==> src/rtl/lsu_pkg.sv <==
// Shared types and encodings for the load/store unit.
package lsu_pkg;

  typedef enum logic [1:0] {
    StIdle,
    StReq,
    StDone
  } lsu_state_t;

  localparam logic [2:0] F3Lb  = 3'b000;
  localparam logic [2:0] F3Lh  = 3'b001;
  localparam logic [2:0] F3Lw  = 3'b010;
  localparam logic [2:0] F3Lbu = 3'b100;
  localparam logic [2:0] F3Lhu = 3'b101;

  // Result-select mux encoding for the MemoryData input.
  localparam logic [1:0] ResultMem = 2'b01;

  function automatic logic f3_legal(input logic [2:0] f3);
    case (f3)
      F3Lb, F3Lh, F3Lw, F3Lbu, F3Lhu: f3_legal = 1'b1;
      default:                        f3_legal = 1'b0;
    endcase
  endfunction

endpackage

==> src/rtl/lsu_if.sv <==
// Request/acknowledge data-memory bus between the LSU (master) and memory (slave).
interface lsu_if;
  logic        req;
  logic        we;
  logic [31:0] addr;
  logic [31:0] wdata;
  logic [3:0]  be;
  logic [31:0] rdata;
  logic        ack;

  modport master (output req, we, addr, wdata, be, input rdata, ack);
  modport slave  (input req, we, addr, wdata, be, output rdata, ack);
endinterface

==> src/rtl/lsu_load_align.sv <==
// Picks the addressed byte/half lane of read data and sign- or zero-extends it.
module lsu_load_align
  import lsu_pkg::*;
(
  input  logic [2:0]  funct3_i,
  input  logic [1:0]  off_i,
  input  logic [31:0] rdata_i,
  output logic [31:0] data_o
);

  logic [7:0]  byte_sel;
  logic [15:0] half_sel;

  always_comb begin
    byte_sel = rdata_i[8*off_i +: 8];
    half_sel = off_i[1] ? rdata_i[31:16] : rdata_i[15:0];
    case (funct3_i)
      F3Lb:    data_o = {{24{byte_sel[7]}}, byte_sel};
      F3Lh:    data_o = {{16{half_sel[15]}}, half_sel};
      F3Lw:    data_o = rdata_i;
      F3Lbu:   data_o = {24'h0, byte_sel};
      F3Lhu:   data_o = {16'h0, half_sel};
      default: data_o = '0;
    endcase
  end

endmodule

==> src/rtl/load_store_unit.sv <==
// Multi-cycle load/store unit: IDLE -> REQ -> DONE bus FSM with lane steering and timeout.
// Define LSU_MISALIGN_TRAP_EN to trap misaligned H/W accesses instead of aligning them down.
module load_store_unit
  import lsu_pkg::*;
#(
  parameter int unsigned Xlen    = 32,
  parameter int unsigned Timeout = 255
) (
  input  logic            clk,
  input  logic            rst_n,
  input  logic            mem_read_i,
  input  logic            mem_write_i,
  input  logic [2:0]      funct3_i,
  input  logic [Xlen-1:0] alu_result_i,
  input  logic [Xlen-1:0] write_data_i,
  output logic [Xlen-1:0] mem_data_o,
  output logic            stall_o,
  output logic            bus_err_o,
`ifdef LSU_MISALIGN_TRAP_EN
  output logic            misalign_trap_o,
`endif
  lsu_if.master           bus
);

  lsu_state_t  state_q, state_d;
  logic [31:0] cnt_q, cnt_d;
  logic [31:0] addr_q, addr_d, wdata_q, wdata_d, mem_data_q, mem_data_d;
  logic [3:0]  be_q, be_d;
  logic [2:0]  f3_q, f3_d;
  logic [1:0]  off_q, off_d;
  logic        we_q, we_d, bus_err_q, bus_err_d;

  logic        access, legal, misalign, reject;
  logic [3:0]  be_new;
  logic [31:0] wdata_new, load_data;

  assign access = mem_read_i | mem_write_i;
  assign legal  = f3_legal(funct3_i);

`ifdef LSU_MISALIGN_TRAP_EN
  assign misalign = ((funct3_i[1:0] == 2'b01) & alu_result_i[0]) |
                    ((funct3_i[1:0] == 2'b10) & (alu_result_i[1:0] != 2'b00));
  assign misalign_trap_o = (state_q == StIdle) & access & legal & misalign;
`else
  assign misalign = 1'b0;
`endif

  // Accesses refused in IDLE retire immediately with zero load data.
  assign reject = (state_q == StIdle) & access & (~legal | misalign);

  always_comb begin
    case (funct3_i[1:0])
      2'b00: begin
        be_new    = 4'b0001 << alu_result_i[1:0];
        wdata_new = {4{write_data_i[7:0]}};
      end
      2'b01: begin
        be_new    = 4'b0011 << {alu_result_i[1], 1'b0};
        wdata_new = {2{write_data_i[15:0]}};
      end
      default: begin
        be_new    = 4'hF;
        wdata_new = write_data_i;
      end
    endcase
  end

  lsu_load_align u_load_align (
    .funct3_i (f3_q),
    .off_i    (off_q),
    .rdata_i  (bus.rdata),
    .data_o   (load_data)
  );

  always_comb begin
    state_d    = state_q;
    cnt_d      = cnt_q;
    addr_d     = addr_q;
    wdata_d    = wdata_q;
    be_d       = be_q;
    we_d       = we_q;
    f3_d       = f3_q;
    off_d      = off_q;
    mem_data_d = mem_data_q;
    bus_err_d  = 1'b0;
    stall_o    = 1'b0;
    case (state_q)
      StIdle: begin
        if (reject) begin
          mem_data_d = '0;
        end else if (access) begin
          stall_o = 1'b1;
          addr_d  = {alu_result_i[31:2], 2'b00};
          off_d   = alu_result_i[1:0];
          be_d    = be_new;
          wdata_d = wdata_new;
          we_d    = mem_write_i;
          f3_d    = funct3_i;
          cnt_d   = '0;
          state_d = StReq;
        end
      end
      StReq: begin
        stall_o = 1'b1;
        if (bus.ack) begin
          if (!we_q) mem_data_d = load_data;
          state_d = StDone;
        end else if ((Timeout != 0) && (cnt_q == Timeout - 1)) begin
          bus_err_d  = 1'b1;
          mem_data_d = '0;
          state_d    = StDone;
        end else begin
          cnt_d = cnt_q + 32'd1;
        end
      end
      StDone:  state_d = StIdle;
      default: state_d = StIdle;
    endcase
  end

  always_ff @(posedge clk or negedge rst_n) begin
    if (!rst_n) begin
      state_q    <= StIdle;
      cnt_q      <= '0;
      addr_q     <= '0;
      wdata_q    <= '0;
      be_q       <= '0;
      we_q       <= 1'b0;
      f3_q       <= '0;
      off_q      <= '0;
      mem_data_q <= '0;
      bus_err_q  <= 1'b0;
    end else begin
      state_q    <= state_d;
      cnt_q      <= cnt_d;
      addr_q     <= addr_d;
      wdata_q    <= wdata_d;
      be_q       <= be_d;
      we_q       <= we_d;
      f3_q       <= f3_d;
      off_q      <= off_d;
      mem_data_q <= mem_data_d;
      bus_err_q  <= bus_err_d;
    end
  end

  // Request decodes straight from state so an async reset drops it at once.
  assign bus.req    = (state_q == StReq);
  assign bus.we     = we_q & (state_q == StReq);
  assign bus.addr   = addr_q;
  assign bus.wdata  = wdata_q;
  assign bus.be     = (state_q == StReq) ? be_q : 4'h0;
  assign bus_err_o  = bus_err_q;
  assign mem_data_o = reject ? '0 : mem_data_q;

endmodule

==> src/flat_wrapper.sv <==
// flat-port wrapper written by rule: the top's interface ports become plain ports
module load_store_unit_flat import lsu_pkg::*;
#(
  parameter int unsigned Xlen    = 32,
  parameter int unsigned Timeout = 255
)
  (clk, rst_n, mem_read_i, mem_write_i, funct3_i, alu_result_i, write_data_i, mem_data_o, stall_o, bus_err_o, bus_req, bus_we, bus_addr, bus_wdata, bus_be, bus_rdata, bus_ack);
  lsu_if bus_i ();
  input  logic clk;
  input  logic rst_n;
  input  logic mem_read_i;
  input  logic mem_write_i;
  input  logic [2:0] funct3_i;
  input  logic [Xlen-1:0] alu_result_i;
  input  logic [Xlen-1:0] write_data_i;
  output logic [Xlen-1:0] mem_data_o;
  output logic stall_o;
  output logic bus_err_o;
  output wire logic [$bits(bus_i.req)-1:0] bus_req;
  output wire logic [$bits(bus_i.we)-1:0] bus_we;
  output wire logic [$bits(bus_i.addr)-1:0] bus_addr;
  output wire logic [$bits(bus_i.wdata)-1:0] bus_wdata;
  output wire logic [$bits(bus_i.be)-1:0] bus_be;
  input wire logic [$bits(bus_i.rdata)-1:0] bus_rdata;
  input wire logic [$bits(bus_i.ack)-1:0] bus_ack;
  assign bus_req = bus_i.req;
  assign bus_we = bus_i.we;
  assign bus_addr = bus_i.addr;
  assign bus_wdata = bus_i.wdata;
  assign bus_be = bus_i.be;
  assign bus_i.rdata = bus_rdata;
  assign bus_i.ack = bus_ack;
  load_store_unit #(.Xlen(Xlen), .Timeout(Timeout)) u_core (.clk(clk), .rst_n(rst_n), .mem_read_i(mem_read_i), .mem_write_i(mem_write_i), .funct3_i(funct3_i), .alu_result_i(alu_result_i), .write_data_i(write_data_i), .mem_data_o(mem_data_o), .stall_o(stall_o), .bus_err_o(bus_err_o), .bus(bus_i));
endmodule
==> config.mk <==
export PLATFORM = sky130hd
export DESIGN_NAME = load_store_unit_flat
export DESIGN_NICKNAME = d
export VERILOG_FILES = /design/src/rtl/lsu_pkg.sv /design/src/rtl/lsu_if.sv /design/src/rtl/lsu_load_align.sv /design/src/rtl/load_store_unit.sv /design/src/flat_wrapper.sv
export SDC_FILE = /design/constraint.sdc
export NUM_CORES = 1
export LEC_CHECK = 0
export ABC_AREA = 1
export CAP_MARGIN = 20
export CELL_PAD_IN_SITES_DETAIL_PLACEMENT = 0
export CELL_PAD_IN_SITES_GLOBAL_PLACEMENT = 1
export CORE_ASPECT_RATIO = 1.5
export CORE_UTILIZATION = 31
export CTS_CLUSTER_SIZE = 40
export DETAILED_ROUTE_END_ITERATION = 6
export PLACE_DENSITY_LB_ADDON = 0.1
export SLEW_MARGIN = 20
export SYNTH_ARGS = -nofsm -noshare
export SYNTH_HDL_FRONTEND = slang
export SYNTH_SLANG_ARGS = --single-unit
==> constraint.sdc <==
create_clock -name clk -period 1.8 [get_ports clk]
set_input_delay 0.45 -clock clk [delete_from_list [all_inputs] [get_ports clk]]
set_output_delay 0.45 -clock clk [all_outputs]
set_load 0.01 [all_outputs]
==> key figures <==
Outcome
  • Status: complete, but fails checks
  • Failing checks: negative setup slack

Run
  • Max-Cap Viols: 0

Floorplan
  • # IOs: 208
  • Chip Height: 199.6 microns
  • Std cell rows: 72
  • Initial core utilization: 0.3142
  • Die area: 26680 sq um
  • Die W: 133.7 microns
  • Core Area: 25670 sq um

Setup path
  • Crit-path max cell delay: 360 ps
  • Required @ worst endpoint: 1350 ps
  • CP cell instances: nor2_1 -> o21ai_2 -> inv_1 -> nand2_2 -> clkinv_4 -> buf_16 -> buf_6 -> nor2_4 -> buf_6
  • Worst endpoint data arrival time: 1680 ps
  • Worst path buffer plus inverter count: 5
  • CP Max Fanout: 8
  • Critical Path End Type: output port
  • Worst Setup Start Kind: register
  • Cell mode on critical path: buf_6
  • Setup CP Type: register to output port
  • CP top delay family: buffers and inverters
  • Crit path max-delay cell type: dfrtp_1

Timing
  • Final setup margin: -329.7 ps
  • Period minus WS final: 2130 ps
  • Relative slew slack: 0.6448
  • Fin crit share: 1.183
  • Final hold violations: 0
  • Endpoints failing setup: 104
  • Max frequency: 469.6 MHz
  • Setup TNS: -17790 ps
  • RSZ-0062 raised after global routing: true
  • Slew Limit Fails: 0
  • Least-Margin Pin Slew: 532.8 ps
  • Worst Clk Skew: 7.450 ps
  • Hold WS: 403.4 ps

Worst hold path
  • Hold/Removal Path Class: input port to asynchronous set/reset pin

Power and ir drop
  • Gate power share: 0.517
  • Switching Fraction: 0.3830
  • Flop pwr share: 0.277
  • PwrDens: 1339 nW/um^2
  • Pleak: 6.722 nW
  • Worst VDD drop: 0.7678 mV
  • Part of the power in the clock network: 0.206
  • Pint: 0.01069 W
  • Net Switching: 0.006640 W

Clocking
  • Clock Sink Count: 139
  • TritonCTS clock tree: done
  • Total CTS buffers: 17
  • Root Driver: clkbuf_16
  • CTS Buffer Depth: 2
  • Clock Latency Late Sink: 420 ps
  • Htree depth: 4
  • Clock-pin slew on the worst setup and hold paths: 60 ps

Yosys
  • Commonest cells in the synthesized netlist: nand2_1, dfrtp_1, nor2_1, inv_1, nand3_1
  • Synth top area cells: dfrtp_1, nand2_1, nor2_1, nand3_1, inv_1
  • Cell with the most instances after synthesis: nand2_1
  • Syn Std Cell Area: 8066 sq um
  • Syn Inst Count: 1213
  • Warnings, synthesis: 0
  • Synth Area per Inst: 6.650 sq um
  • Flops & latches, synth: 139
  • Yosys cell types: 33
  • Synth area leader: dfrtp_1
  • Main flop type after synthesis: dfrtp_1
  • Asr flop ratio synth: 1.000
  • Register area share after synthesis: 0.4312
  • EDFF count, synth: 0
  • Post-synth top area share: 0.4312

Global routing
  • Initial antenna violation count: 3
  • First-pass GRT wire length: 45400 microns
  • Grt ovf: 0
  • Pin count of the biggest net entering global routing: 54
  • Vias in the first global route: 8638
  • GRT Total Usage: 0.2199

Placed design
  • Cells after DPL: 1789
  • Port bufs: 205
  • Routability cong.: 0.8263
  • Post-DP HPWL: 19180 microns

Layout
  • Register area: 3478 sq um
  • Fin cells: 1870
  • Layout cells sized above 1: 0.2177
  • Final core occ: 0.5041
  • Area growth, synth to finish: 60.46%
  • Multi-input gate area: 4359 sq um
  • Nets: 1627
  • Fillcell total: 2603

Detailed routing
  • WL per Instance: 15.26 microns
  • Via density: 4.578
  • First drt pass iteration count: 5
  • Antenna-violating nets left: 0
  • DRC marker count from the first detailed-route iteration: 321
  • DRC: 0
  • Routed wire length: 28530 microns
  • Vias after detailed routing: 8561
## state kept, by name, indices dropped and copies added (netlist names)
signal	flops
u_core.off_q	2
u_core.f3_q	3
u_core.state_q	2
u_core.be_q	4
u_core.bus.addr	30
u_core.cnt_q	32
u_core.mem_data_q	32
u_core.bus_err_o	1
u_core.we_q	1
u_core.bus.wdata	32
## through the flow
step / area (sq um) / setup WS (ps) / total power [W]
final: 12940 / -329.7 / 0.01733
after CTS: 12460 / -426.9 / 0.01715
after detailed placement: 11070 / -858.5 / 0.01232
after global placement: 11070 / -825.5 / 0.01229
after floorplan: 8075 / 22.86 / 0.008508
after global routing: 12940 / -406.8 / 0.01864
## power groups by stage
stage	Combinational (W)	Clock, W	Sequential (W)
after floorplan	0.00344	0	0.00507
after global placement	0.00747	0	0.00483
after detailed placement	0.00748	0	0.00484
after CTS	0.00865	0.00369	0.00481
after global routing	0.00989	0.00380	0.00495
final	0.00896	0.00358	0.00479
## final cells by class
| class | count | share of cell area |
|---|---|---|
| Antenna cell | 3 | 0.0005800 |
| Timing Repair Buffer | 346 | 0.2868 |
| Multi-Input combinational cell | 921 | 0.3368 |
| Tap cell | 333 | 0.03219 |
| Sequential cell | 139 | 0.2687 |
| Clock buffer | 23 | 0.03693 |
| Clock inverter | 9 | 0.008796 |
| Inverter | 96 | 0.02919 |
## kinds of logic after synthesis
family | after synthesis | share of synthesized area
AO/OA/AOI/OAI | 111 | 0.07678
XOR/XNOR | 9 | 0.009773
adder cells (fa/ha/maj) | 2 | 0.003102
buffers and inverters | 154 | 0.08376
flip-flops | 139 | 0.4312
other | 1 | 0.0004649
AND/OR/NAND/NOR | 797 | 0.3949
## placed cells by master, fill, tap and decap left out, types with 26 or more instances in the layout
master / instances
dlymetal6s2s_1: 34
nand3_1: 78
nand2_2: 35
nor2_1: 82
buf_4: 87
nand2_1: 530
a21oi_1: 27
nor2_4: 26
buf_6: 40
dfrtp_1: 139
inv_1: 90
clkdlybuf4s50_1: 100
dlygate4sd2_1: 31
o21ai_0: 44
## timing repair
item                                    4_1_cts  5_1_grt
hold buffers                                  1        0
setup buffers                                24       11
endpoints found under the hold margin         4        0
gates cloned                                 13        1
endpoints found under the setup margin      185      168
gates resized for setup                     309      133
pin swaps                                    17       15
## final timing paths
check                                               endpoint  slack (ps)  cells after the start                       startpoint
max                                           mem_data_o[26]        -330                      9    u_core.state_q[0]$_DFFE_PN0P_
min                              u_core.cnt_q[2]$_DFFE_PN0P_         400                      2                            rst_n
max reg2reg                     u_core.cnt_q[27]$_DFFE_PN0P_        -170                     14    u_core.state_q[1]$_DFFE_PN0P_
min reg2reg                  u_core.bus.addr[24]$_DFFE_PN0P_         460                      2  u_core.bus.addr[24]$_DFFE_PN0P_
max in group asynchronous  u_core.mem_data_q[29]$_DFFE_PN0P_         670                      3                            rst_n
min in group clk                     u_core.we_q$_DFFE_PN0P_         410                      3                      mem_write_i
## per-layer routing
layer,GRT usage,wire length (microns),vias to the layer above
met5,0,0,-
met4,0.07870,662,0
met3,0.05606,1561,32
met2,0.3865,14650,204
met1,0.2563,11660,3960
li1,-,-,4365
Note: power is estimated with default switching activity, not from simulation.
